**config.mk**
```make
export PLATFORM = sky130hd
export DESIGN_NAME = uart_rx_ctrl_flat
export DESIGN_NICKNAME = d
export VERILOG_FILES = /design/src/rtl/uart_rx_pkg.sv /design/src/rtl/uart_rx_ctrl_if.sv /design/src/rtl/uart_rx_fifo.sv /design/src/rtl/uart_rx_ctrl.sv /design/src/flat_wrapper.sv
export SDC_FILE = /design/constraint.sdc
export NUM_CORES = 1
export LEC_CHECK = 0
export BUFFER_PORTS_ARGS = -buffer_cell sky130_fd_sc_hd__buf_2
export CAP_MARGIN = 5
export CORE_MARGIN = 1.5
export CORE_UTILIZATION = 55
export DETAILED_ROUTE_END_ITERATION = 16
export PLACE_DENSITY = 0.85
export SYNTH_ARGS = -nofsm -noshare
export SYNTH_HDL_FRONTEND = slang
export SYNTH_SLANG_ARGS = --single-unit
```
**constraint.sdc**
```tcl
create_clock -name clk -period 5.8 [get_ports clk]
set_input_delay 0.58 -clock clk [delete_from_list [all_inputs] [get_ports clk]]
set_output_delay 0.58 -clock clk [all_outputs]
set_load 0.01 [all_outputs]
```
**src/rtl/uart_rx_pkg.sv**
```systemverilog
// uart_rx_pkg
//   Shared types and default sizes for the UART receive-side controller.
//   to_state_t : idle-timeout FSM states
//   *_DEF      : default parameter values used by the controller and its interface
package uart_rx_pkg;

   localparam int DEPTH_DEF = 8;
   localparam int DW_DEF    = 9;
   localparam int DIV_W_DEF = 16;
   localparam int TO_W_DEF  = 8;

   typedef enum logic [1:0] {
      TO_IDLE  = 2'd0,
      TO_COUNT = 2'd1,
      TO_FIRED = 2'd2
   } to_state_t;

endpackage

```
**src/rtl/uart_rx_ctrl_if.sv**
```systemverilog
// uart_rx_ctrl_if
//   Valid/ready pop port between the receive FIFO and the AHB register block.
//   rd_valid : FIFO non-empty                (master -> slave)
//   rd_data  : FIFO head word, 0 when empty  (master -> slave)
//   rd_ready : pop request                   (slave -> master)
interface uart_rx_ctrl_if
   import uart_rx_pkg::*;
#(
   parameter int DW = DW_DEF
);
   logic          rd_valid;
   logic          rd_ready;
   logic [DW-1:0] rd_data;

   modport master (output rd_valid, output rd_data, input rd_ready);
   modport slave  (input rd_valid, input rd_data, output rd_ready);
endinterface

```
**src/rtl/uart_rx_fifo.sv**
```systemverilog
// uart_rx_fifo
//   DEPTH x DW register FIFO with extra-bit pointers (level = wr_ptr - rd_ptr).
//   clk, resetn : clock, asynchronous active-low reset
//   i_push/i_data : write request and word; refused when full unless a pop
//                   happens in the same cycle
//   i_pop       : pop request; ignored when empty
//   i_flush     : synchronous clear, wins over push and pop
//   o_data      : head word (combinational), 0 when empty
//   o_full, o_empty, o_level : occupancy flags and count 0..DEPTH
module uart_rx_fifo #(
   parameter int DEPTH = 8,
   parameter int DW    = 9
) (
   input  logic                     clk,
   input  logic                     resetn,
   input  logic                     i_push,
   input  logic [DW-1:0]            i_data,
   input  logic                     i_pop,
   input  logic                     i_flush,
   output logic [DW-1:0]            o_data,
   output logic                     o_full,
   output logic                     o_empty,
   output logic [$clog2(DEPTH):0]   o_level
);
   localparam int AW = $clog2(DEPTH);
   localparam int PW = AW + 1;

   logic [PW-1:0] r_wr_ptr;
   logic [PW-1:0] r_rd_ptr;
   logic [DW-1:0] r_mem [DEPTH];

   logic [PW-1:0] w_level;
   logic          w_pop;
   logic          w_wr;

   assign w_level = r_wr_ptr - r_rd_ptr;
   assign o_level = w_level;
   assign o_empty = (w_level == '0);
   assign o_full  = (w_level == PW'(DEPTH));

   // A push into a full FIFO is accepted only when the head leaves in the same cycle.
   assign w_pop = i_pop & ~o_empty & ~i_flush;
   assign w_wr  = i_push & (~o_full | w_pop) & ~i_flush;

   assign o_data = o_empty ? '0 : r_mem[r_rd_ptr[AW-1:0]];

   always_ff @(posedge clk or negedge resetn) begin
      if (!resetn) begin
         r_wr_ptr <= '0;
         r_rd_ptr <= '0;
      end else if (i_flush) begin
         r_wr_ptr <= '0;
         r_rd_ptr <= '0;
      end else begin
         if (w_wr)  r_wr_ptr <= r_wr_ptr + PW'(1);
         if (w_pop) r_rd_ptr <= r_rd_ptr + PW'(1);
      end
   end

   // Storage needs no reset: the head is masked to 0 while empty.
   always_ff @(posedge clk) begin
      if (w_wr) r_mem[r_wr_ptr[AW-1:0]] <= i_data;
   end
endmodule

```
**src/rtl/uart_rx_ctrl.sv**
```systemverilog
// uart_rx_ctrl
//   Receive-side controller for the AHB UART: 16x oversample tick generator,
//   receive word FIFO with valid/ready pop port, and interrupt generation.
//   clk, resetn   : clock, asynchronous active-low reset
//   i_enable      : receiver enable (stops ticks, ignores pushes)
//   i_baud_div    : tick period in clk cycles, 0 = no ticks
//   o_b_tick      : one-cycle oversample tick to UART_RX
//   i_rx_done/i_rx_data : word-complete pulse and word from UART_RX
//   rd_if         : pop port (master side)
//   o_level       : FIFO occupancy
//   i_thresh      : level interrupt threshold, 0 = disabled
//   i_to_limit    : idle timeout in ticks, 0 = disabled
//   i_flush, i_ovr_clr : FIFO clear, sticky overrun clear
//   o_overrun, o_timeout, o_irq : status and registered interrupt
module uart_rx_ctrl
   import uart_rx_pkg::*;
#(
   parameter int DEPTH = DEPTH_DEF,
   parameter int DW    = DW_DEF,
   parameter int DIV_W = DIV_W_DEF,
   parameter int TO_W  = TO_W_DEF
) (
   input  logic                    clk,
   input  logic                    resetn,
   input  logic                    i_enable,
   input  logic [DIV_W-1:0]        i_baud_div,
   output logic                    o_b_tick,
   input  logic                    i_rx_done,
   input  logic [DW-1:0]           i_rx_data,
   uart_rx_ctrl_if.master          rd_if,
   output logic [$clog2(DEPTH):0]  o_level,
   input  logic [$clog2(DEPTH):0]  i_thresh,
   input  logic [TO_W-1:0]         i_to_limit,
   input  logic                    i_flush,
   input  logic                    i_ovr_clr,
   output logic                    o_overrun,
   output logic                    o_timeout,
   output logic                    o_irq
);
   // ---------------- baud tick ----------------
   logic [DIV_W-1:0] r_baud_cnt;
   logic             r_b_tick;

   // Using >= instead of == lets a divisor lowered below the count wrap at once.
   always_ff @(posedge clk or negedge resetn) begin
      if (!resetn) begin
         r_baud_cnt <= '0;
         r_b_tick   <= 1'b0;
      end else if (!i_enable || i_baud_div == '0) begin
         r_baud_cnt <= '0;
         r_b_tick   <= 1'b0;
      end else if (r_baud_cnt >= i_baud_div - DIV_W'(1)) begin
         r_baud_cnt <= '0;
         r_b_tick   <= 1'b1;
      end else begin
         r_baud_cnt <= r_baud_cnt + DIV_W'(1);
         r_b_tick   <= 1'b0;
      end
   end

   assign o_b_tick = r_b_tick;

   // ---------------- FIFO ----------------
   logic                   w_push;
   logic                   w_pop;
   logic                   w_full;
   logic                   w_empty;
   logic                   w_drop;
   logic [DW-1:0]          w_head;
   logic [$clog2(DEPTH):0] w_level;

   assign w_push = i_rx_done & i_enable;
   assign w_pop  = rd_if.rd_valid & rd_if.rd_ready;
   assign w_drop = w_push & w_full & ~w_pop & ~i_flush;

   uart_rx_fifo #(.DEPTH(DEPTH), .DW(DW)) u_fifo (
      .clk     (clk),
      .resetn  (resetn),
      .i_push  (w_push),
      .i_data  (i_rx_data),
      .i_pop   (w_pop),
      .i_flush (i_flush),
      .o_data  (w_head),
      .o_full  (w_full),
      .o_empty (w_empty),
      .o_level (w_level)
   );

   assign rd_if.rd_valid = ~w_empty;
   assign rd_if.rd_data  = w_head;
   assign o_level        = w_level;

   // ---------------- overrun ----------------
   logic r_overrun;

   always_ff @(posedge clk or negedge resetn) begin
      if (!resetn)        r_overrun <= 1'b0;
      else if (w_drop)    r_overrun <= 1'b1;
      else if (i_ovr_clr) r_overrun <= 1'b0;
   end

   assign o_overrun = r_overrun;

   // ---------------- idle timeout ----------------
   to_state_t       r_to_state, w_to_state_nx;
   logic [TO_W-1:0] r_to_cnt, w_to_cnt_nx, w_to_cnt_inc;
   logic            w_to_stop;
   logic            w_act;

   assign w_to_cnt_inc = r_to_cnt + TO_W'(1);
   assign w_to_stop    = i_flush | w_empty | (i_to_limit == '0);
   assign w_act        = w_push | w_pop;

   always_ff @(posedge clk or negedge resetn) begin
      if (!resetn) begin
         r_to_state <= TO_IDLE;
         r_to_cnt   <= '0;
      end else begin
         r_to_state <= w_to_state_nx;
         r_to_cnt   <= w_to_cnt_nx;
      end
   end

   always_comb begin
      w_to_state_nx = r_to_state;
      w_to_cnt_nx   = r_to_cnt;
      case (r_to_state)
         TO_IDLE: begin
            w_to_cnt_nx = '0;
            if (!w_to_stop) w_to_state_nx = TO_COUNT;
         end
         TO_COUNT: begin
            if (w_to_stop) begin
               w_to_state_nx = TO_IDLE;
               w_to_cnt_nx   = '0;
            end else if (w_act) begin
               w_to_cnt_nx   = '0;
            end else if (r_to_cnt >= i_to_limit) begin
               // limit was lowered under the running count
               w_to_state_nx = TO_FIRED;
            end else if (r_b_tick) begin
               w_to_cnt_nx = w_to_cnt_inc;
               if (w_to_cnt_inc == i_to_limit) w_to_state_nx = TO_FIRED;
            end
         end
         TO_FIRED: begin
            if (w_to_stop) begin
               w_to_state_nx = TO_IDLE;
               w_to_cnt_nx   = '0;
            end else if (w_act) begin
               w_to_state_nx = TO_COUNT;
               w_to_cnt_nx   = '0;
            end
         end
         default: begin
            w_to_state_nx = TO_IDLE;
            w_to_cnt_nx   = '0;
         end
      endcase
   end

   assign o_timeout = (r_to_state == TO_FIRED);

   // ---------------- interrupt ----------------
   logic r_irq;

   always_ff @(posedge clk or negedge resetn) begin
      if (!resetn) r_irq <= 1'b0;
      else         r_irq <= ((i_thresh != '0) && (w_level >= i_thresh)) | o_timeout | r_overrun;
   end

   assign o_irq = r_irq;
endmodule

```
**src/flat_wrapper.sv**
```systemverilog
// flat-port wrapper written by rule: the top's interface ports become plain ports
module uart_rx_ctrl_flat import uart_rx_pkg::*;
#(
   parameter int DEPTH = DEPTH_DEF,
   parameter int DW    = DW_DEF,
   parameter int DIV_W = DIV_W_DEF,
   parameter int TO_W  = TO_W_DEF
)
  (clk, resetn, i_enable, i_baud_div, o_b_tick, i_rx_done, i_rx_data, o_level, i_thresh, i_to_limit, i_flush, i_ovr_clr, o_overrun, o_timeout, o_irq, rd_if_rd_valid, rd_if_rd_data, rd_if_rd_ready);
  uart_rx_ctrl_if #(.DW(DW)) rd_if_i ();
  input  logic clk;
  input  logic resetn;
  input  logic i_enable;
  input  logic [DIV_W-1:0] i_baud_div;
  output logic o_b_tick;
  input  logic i_rx_done;
  input  logic [DW-1:0] i_rx_data;
  output logic [$clog2(DEPTH):0] o_level;
  input  logic [$clog2(DEPTH):0] i_thresh;
  input  logic [TO_W-1:0] i_to_limit;
  input  logic i_flush;
  input  logic i_ovr_clr;
  output logic o_overrun;
  output logic o_timeout;
  output logic o_irq;
  output wire logic [$bits(rd_if_i.rd_valid)-1:0] rd_if_rd_valid;
  output wire logic [$bits(rd_if_i.rd_data)-1:0] rd_if_rd_data;
  input wire logic [$bits(rd_if_i.rd_ready)-1:0] rd_if_rd_ready;
  assign rd_if_rd_valid = rd_if_i.rd_valid;
  assign rd_if_rd_data = rd_if_i.rd_data;
  assign rd_if_i.rd_ready = rd_if_rd_ready;
  uart_rx_ctrl #(.DEPTH(DEPTH), .DW(DW), .DIV_W(DIV_W), .TO_W(TO_W)) u_core (.clk(clk), .resetn(resetn), .i_enable(i_enable), .i_baud_div(i_baud_div), .o_b_tick(o_b_tick), .i_rx_done(i_rx_done), .i_rx_data(i_rx_data), .rd_if(rd_if_i), .o_level(o_level), .i_thresh(i_thresh), .i_to_limit(i_to_limit), .i_flush(i_flush), .i_ovr_clr(i_ovr_clr), .o_overrun(o_overrun), .o_timeout(o_timeout), .o_irq(o_irq));
endmodule
```
Yosys cells after proc, flatten, opt, wreduce, memory -nomap -nowiden. Memory sizes are Yosys's and may differ from the RTL's. Cells that the tools add are included. Widths: inputs -> output; s select.

$add $sub $neg: 6. Magnitude comparators: 3. Equality and inequality tests: 11. Multiplexer cells: 29. Bitwise gates (word level): 19. Reductions and logical operators: 13.

Operators with widths (number): $mux 8 (6); $mux 16 (2); $add 16x1->16 const B (1); $ge 16x16->1 (1); $logic_not 16->1 (1); $mux 2 (8); $mux 4 (4); $pmux 8 s2 (1); $sub 16x1->16 const B (1); $ne 4x1->1 const B (3); $and 1x1->1 (9); $mux 9 (1); $add 4x1->4 const B (2); $add 8x1->8 const B (1); $eq 8x8->1 (1); $ge 8x8->1 (1); $logic_not 8->1 (1); $mux 1 (6); $or 1x1->1 (6); $pmux 2 s3 (1); $reduce_bool 2->1 (3); $reduce_and 5->1 (1); $eq 4x4->1 const B (1); $ge 4x4->1 (1); 15 further kinds (18).

Register bits after elaboration: 37. RAM bits: 72. Input bits: 44. Memories: 1.

Memories: u_core.u_fifo.r_mem (words 8, width 9, read ports 1, clocked after memory_dff 0, wr ports 1, RTL line uart_rx_fifo.sv:30) `logic [DW-1:0] r_mem [DEPTH];`.

Depth between registers and ports, before layout.
Depth after elaboration: 11. Depth in mapped cells: 13. Gate-level depth less buffers: 12.

Hierarchy. Synthesis repeated with hierarchy kept, for this count alone.

Cell total of the unflattened synthesis: 491. Area total of the unflattened synthesis: 6028.3 µm².

Modules (own cells, without submodules): uart_rx_fifo (times used 1, cells an instance 198, area each 3388.2 µm²); uart_rx_ctrl (times used 1, cells an instance 293, area each 2640.0 µm²).

Worst setup path after synthesis. No wires, ideal clock.

Path type: flip-flop to flip-flop. Start point: register u_core.u_fifo.r_rd_ptr[1]. End point: memory u_core.u_fifo.r_mem[0][0], enable pin. Library setup time: 389 ps. Arrival: 2955 ps. Required time: 5411 ps. Setup slack: 2456 ps. Cell stages (with the launch flop): 10. Period minus slack after synthesis: 3344 ps. Cell sequence: dfrtp_1 clkbuf_1 inv_1 fa_1 xor2_1 or3_1 buf_4 o41ai_4 nor3_1 nor3b_1.

Cells in the longest elaborated chain, start to end: 11. Elaborated cells between the ends (all ways): 13. Those cells by class: add/sub: 1; eq/ne: 1; mux: 2; bitwise: 8; reduce/logical: 1.

Ends and longest elaborated chain: start: declaration (RTL line uart_rx_fifo.sv:29) `logic [PW-1:0] r_rd_ptr;`; start signal: assignment (RTL line uart_rx_fifo.sv:56) `if (w_pop) r_rd_ptr <= r_rd_ptr + PW'(1);`; $sub 4x4->4 * (RTL line uart_rx_fifo.sv:36) `assign w_level = r_wr_ptr - r_rd_ptr;`; net o_level[2] (RTL line flat_wrapper.sv:18) `output logic [$clog2(DEPTH):0] o_level;`; $logic_not 4->1 (RTL line uart_rx_fifo.sv:38) `assign o_empty = (w_level == '0);`; $not 1->1 (RTL line uart_rx_fifo.sv:42, uart_rx_ctrl.sv:89); $and 1x1->1 (RTL line uart_rx_ctrl.sv:73) `assign w_pop = rd_if.rd_valid & rd_if.rd_ready;`; $and 1x1->1 (2 in a row) (RTL line uart_rx_fifo.sv:42) `assign w_pop = i_pop & ~o_empty & ~i_flush;`; $or 1x1->1 * (RTL line uart_rx_fifo.sv:43) `assign w_wr = i_push & (~o_full | w_pop) & ~i_flush;`; $and 1x1->1 * (2 in a row) (RTL line uart_rx_fifo.sv:43); $mux 1 * (RTL line uart_rx_fifo.sv:62) `if (w_wr) r_mem[r_wr_ptr[AW-1:0]] <= i_data;`; $mux 1 (not written as such) * (RTL line uart_rx_fifo.sv:62); end: declaration (RTL line uart_rx_fifo.sv:30).

Mark *: on every way through the listed nets, which the timed path passes. The rest lies on a longest branch.

Final worst setup path.
Start point: register u_core.u_fifo.r_rd_ptr[2]. End point: output port rd_if_rd_data[4].

Cells in the longest elaborated chain, start to end: 3. Elaborated cells between the ends (all ways): 4. Those cells by class: add/sub: 1; mux: 1; reduce/logical: 1; memory: 1.

Ends and longest elaborated chain: $sub 4x4->4 (RTL line uart_rx_fifo.sv:36); $logic_not 4->1 (RTL line uart_rx_fifo.sv:38); $mux 9 * (RTL line uart_rx_fifo.sv:45) `assign o_data = o_empty ? '0 : r_mem[r_rd_ptr[AW-1:0]];`; end: declaration (RTL line flat_wrapper.sv:27) `output wire logic [$bits(rd_if_i.rd_data)-1:0] rd_if_rd_data;`.

Every way passes the cells marked *; elsewhere a longest branch is shown, timed or not.

==> results.cfg <==
[clock_tree]
cts_resized = 0
cts_tree = done
cts_num_sinks = 109
clockRootBuffer = clkbuf_8
cts_max_level = 3
clk_latency_ps = 370
cts_made_buffers = 9
cts_setup_buffers = 0
cts.reportedPaths.clkPinSlew_ps = 110
ctsHoldBuffers = 0
clk_path_buf_depth = 2

[yosys]
avgSynthCellArea_um2 = 11.95
synth-main-ff-cell = edfxtp_1
syn-num-nets = 580
async_reset_ff_share_pct = 33.94
synth_cell_types = 52
synth-edff-count = 72
syn-cell-area_um2 = 5961
syn_inst = 499
synth-seq-cells = 109
yosysSeqAreaShare_pct = 51.81
ys_warn_count = 0

[layout]
nNetsFinal = 641
post-route-util_pct = 63.18
diodes = 0
syn_to_final_growth_pct = 10.41
seq_area_um2 = 3088
layout-drive-gt1-share_pct = 18.58
multi_input_area_um2 = 2701
fillers = 761

[flow_run]
maxCapViolCount = 0

[worst_setup_path]
start_kind = flop
crit_fanout = 11
worstPathArrival_ps = 3640
slowest_stage = nor2_1
ff2ff_path_depth = 7
slowest_delay_ps = 750
cp_cell_sequence = inv_1, ha_1, o21a_1, nor3_1, nor2_1, nor2_1, a21oi_1, buf_2
cp_data_required_time_ps = 5220
endpoint_kind = output port
path_common_cell = nor2_1
crit_type = flop to output port

[die]
pin_count = 62
die-area_um2 = 11470
start_util_pct = 57.23
die_h_um = 107.1
std_cell_rows = 37
chipWidth_um = 107.1
core_region_area_um2 = 10420

[detailed_routing]
first_iter_violations = 327
vias = 4205
antenna_left = 0
drc_errors = 0
firstDrtPassIters = 4
drt_wl_total_um = 12130
routedWlPerCell_um = 17.30
vias_per_cell = 5.999

[sta]
tightest_slew_ps = 931.3
fin_skew_ps = 10.35
drv_slew = 0
setup_viol = 0
max_slew_margin_pct = 37.69
tns_ps = 0
rsz0062_at_grt = false
fin_hold_ws_ps = 285.2
fin_crit_sh_pct = 72.74
min_period_ps = 4219
hold_viol_final = 0
max_freq_ghz = 0.2370

[power]
internal_power_w = 0.001268
p_seq_share_pct = 45.5
switchingPower_w = 0.0006396
clockPowerShare_pct = 22.6
powerDensity_nw_per_um2 = 289.9
p_comb_share_pct = 32.0
p_total_w = 0.001908
ir_drop_uv = 224.6
swShare_pct = 33.53
p_leak_nw = 2.716

[grt]
globalRouteTotalUtil_pct = 22.87
grt_pass1_wl_um = 20240
antenna_found_initial = 0
grt.overflow.total = 0
grt_max_degree = 38
grt_pass1_vias = 4124

[worst_hold_path]
min_path_type = input pin to asynchronous set/reset pin

[placed_design]
place_hpwl_um = 8532
port_buffers = 61
gp_congestion = 0.7941

[outcome]
run_status = finished clean
==> layout by cell type (no fill, tap or decap), drive strengths merged, types with 2 or more instances in the layout <==
master	count
and3	6
nand4	8
or3	6
xnor2	26
nand2b	8
a21oi	43
o211ai	3
nor3b	4
o31a	2
a21o	11
nor3	13
and4	3
inv	30
o21a	3
and3b	4
o2111ai	2
clkinv	2
o21ai	9
ha	36
a31oi	3
nor2	21
mux2i	2
and2	6
dfrtp	37
xor2	14
nor2b	5
nor4	9
mux4	18
buf	66
nand2	49
edfxtp	72
nand3	12
clkbuf	10
o31ai	2
a221o	5
a22o	2
or4	2
==> per-stage QoR <==
stage,worst slack (ps),area (um^2),instances
after floorplan,2456,5961,499
after global routing,1377,6581,701
after detailed placement,1840,6392,684
after CTS,1603,6574,700
final,1581,6581,701
after global placement,1948,6392,684
==> power by group through the flow <==
stage               Sequential, W  Combinational, W  Clock (W)
floorplan                0.000883          0.000414          0
global placement         0.000882          0.000589          0
detailed placement       0.000884          0.000611          0
CTS                      0.000867          0.000614   0.000437
global route             0.000870          0.000672   0.000474
finish                   0.000867          0.000610   0.000431
==> logic make-up after synthesis <==
family	synth area share, %
buf+inv	2.876
mux	7.326
simple gates	13.98
flops	51.81
fa+ha+maj	7.893
xor+xnor	5.877
compound gates	10.24
==> worst paths after layout <==
kind | from | end | slack (ps)
min in group clk | i_ovr_clr | u_core.o_overrun | 400
max in group asynchronous | resetn | u_core.r_baud_cnt[0] | 4990
hold / removal | resetn | u_core.u_fifo.r_rd_ptr[1] | 290
hold reg to reg | u_core.o_overrun | u_core.o_irq | 540
setup / recovery | u_core.u_fifo.r_rd_ptr[2] | rd_if_rd_data[4] | 1580
setup reg to reg | u_core.u_fifo.r_rd_ptr[2] | u_core.u_fifo.r_mem[6][4] | 2230
==> cell type report <==
class	count	area share [%]
inverters	26	1.483
multi-input cells	348	41.05
well taps	136	2.586
repair buffers	66	5.209
clock inverters	6	0.8175
flip-flops and latches	109	46.92
clock buffers	10	1.939
==> synthesized netlist by cell type (2+ instances only) <==
master     count  area share (%)
and3_1         6            0.63
clkbuf_1      11            0.69
inv_1         26             1.6
nor2b_1        5            0.52
mux4_2        18             6.8
or3_1          6            0.63
nor2_1        21             1.3
o31a_1         2            0.29
nor4_2         2            0.42
a22o_1         2            0.29
nor3b_1        4            0.50
nand2_1       49             3.1
dfrtp_1       37              16
nor3_1        13             1.1
ha_1          36             7.6
nor4_1         7            0.73
xnor2_1       26             3.8
o211ai_1       3            0.38
or4_1          2            0.25
and3b_1        4            0.59
a221o_1        5            0.84
nand4_1        8            0.84
a21oi_1       43             3.6
and4_1         3            0.44
and2_1         6            0.63
a31oi_1        3            0.31
o2111ai_1      2            0.29
o21a_1         3            0.38
a21o_1        11             1.4
o21ai_0        9            0.76
nand2b_1       8            0.84
nand3_1       12             1.0
xor2_1        14             2.1
buf_2          2            0.17
mux2i_1        2            0.34
edfxtp_1      72              36
==> state kept, by name, summed over array words and instances, names as in the netlist <==
| register | cells |
|---|---|
| u_core.u_fifo.r_mem | 72 |
| u_core.r_baud_cnt | 16 |
| u_core.r_to_cnt | 8 |
| u_core.u_fifo.r_rd_ptr | 4 |
| u_core.u_fifo.r_wr_ptr | 4 |
| u_core.r_to_state | 2 |
| u_core.o_b_tick | 1 |
| u_core.o_irq | 1 |
| u_core.o_overrun | 1 |
==> worst max-delay path, delay by kind of cell, from the launching register on <==
kind                     cells  cell delay [ps]
AND/OR/NAND/NOR              3             1310
flip-flops                   1              650
buffers and inverters        2              560
adder cells (fa/ha/maj)      1              430
AO/OA/AOI/OAI                2              330
==> per-layer routing <==
metal	global-route usage (%)	vias to the layer above	wire, um	share of wire (%)
li1	-	1993	-	-
met4	9.048	0	232	1.9
met3	4.255	20	763	6.3
met2	35.99	142	5972	49
met5	0	-	0	0
met1	31.57	2050	5161	43
Note: power is estimated with default switching activity, not from simulation.
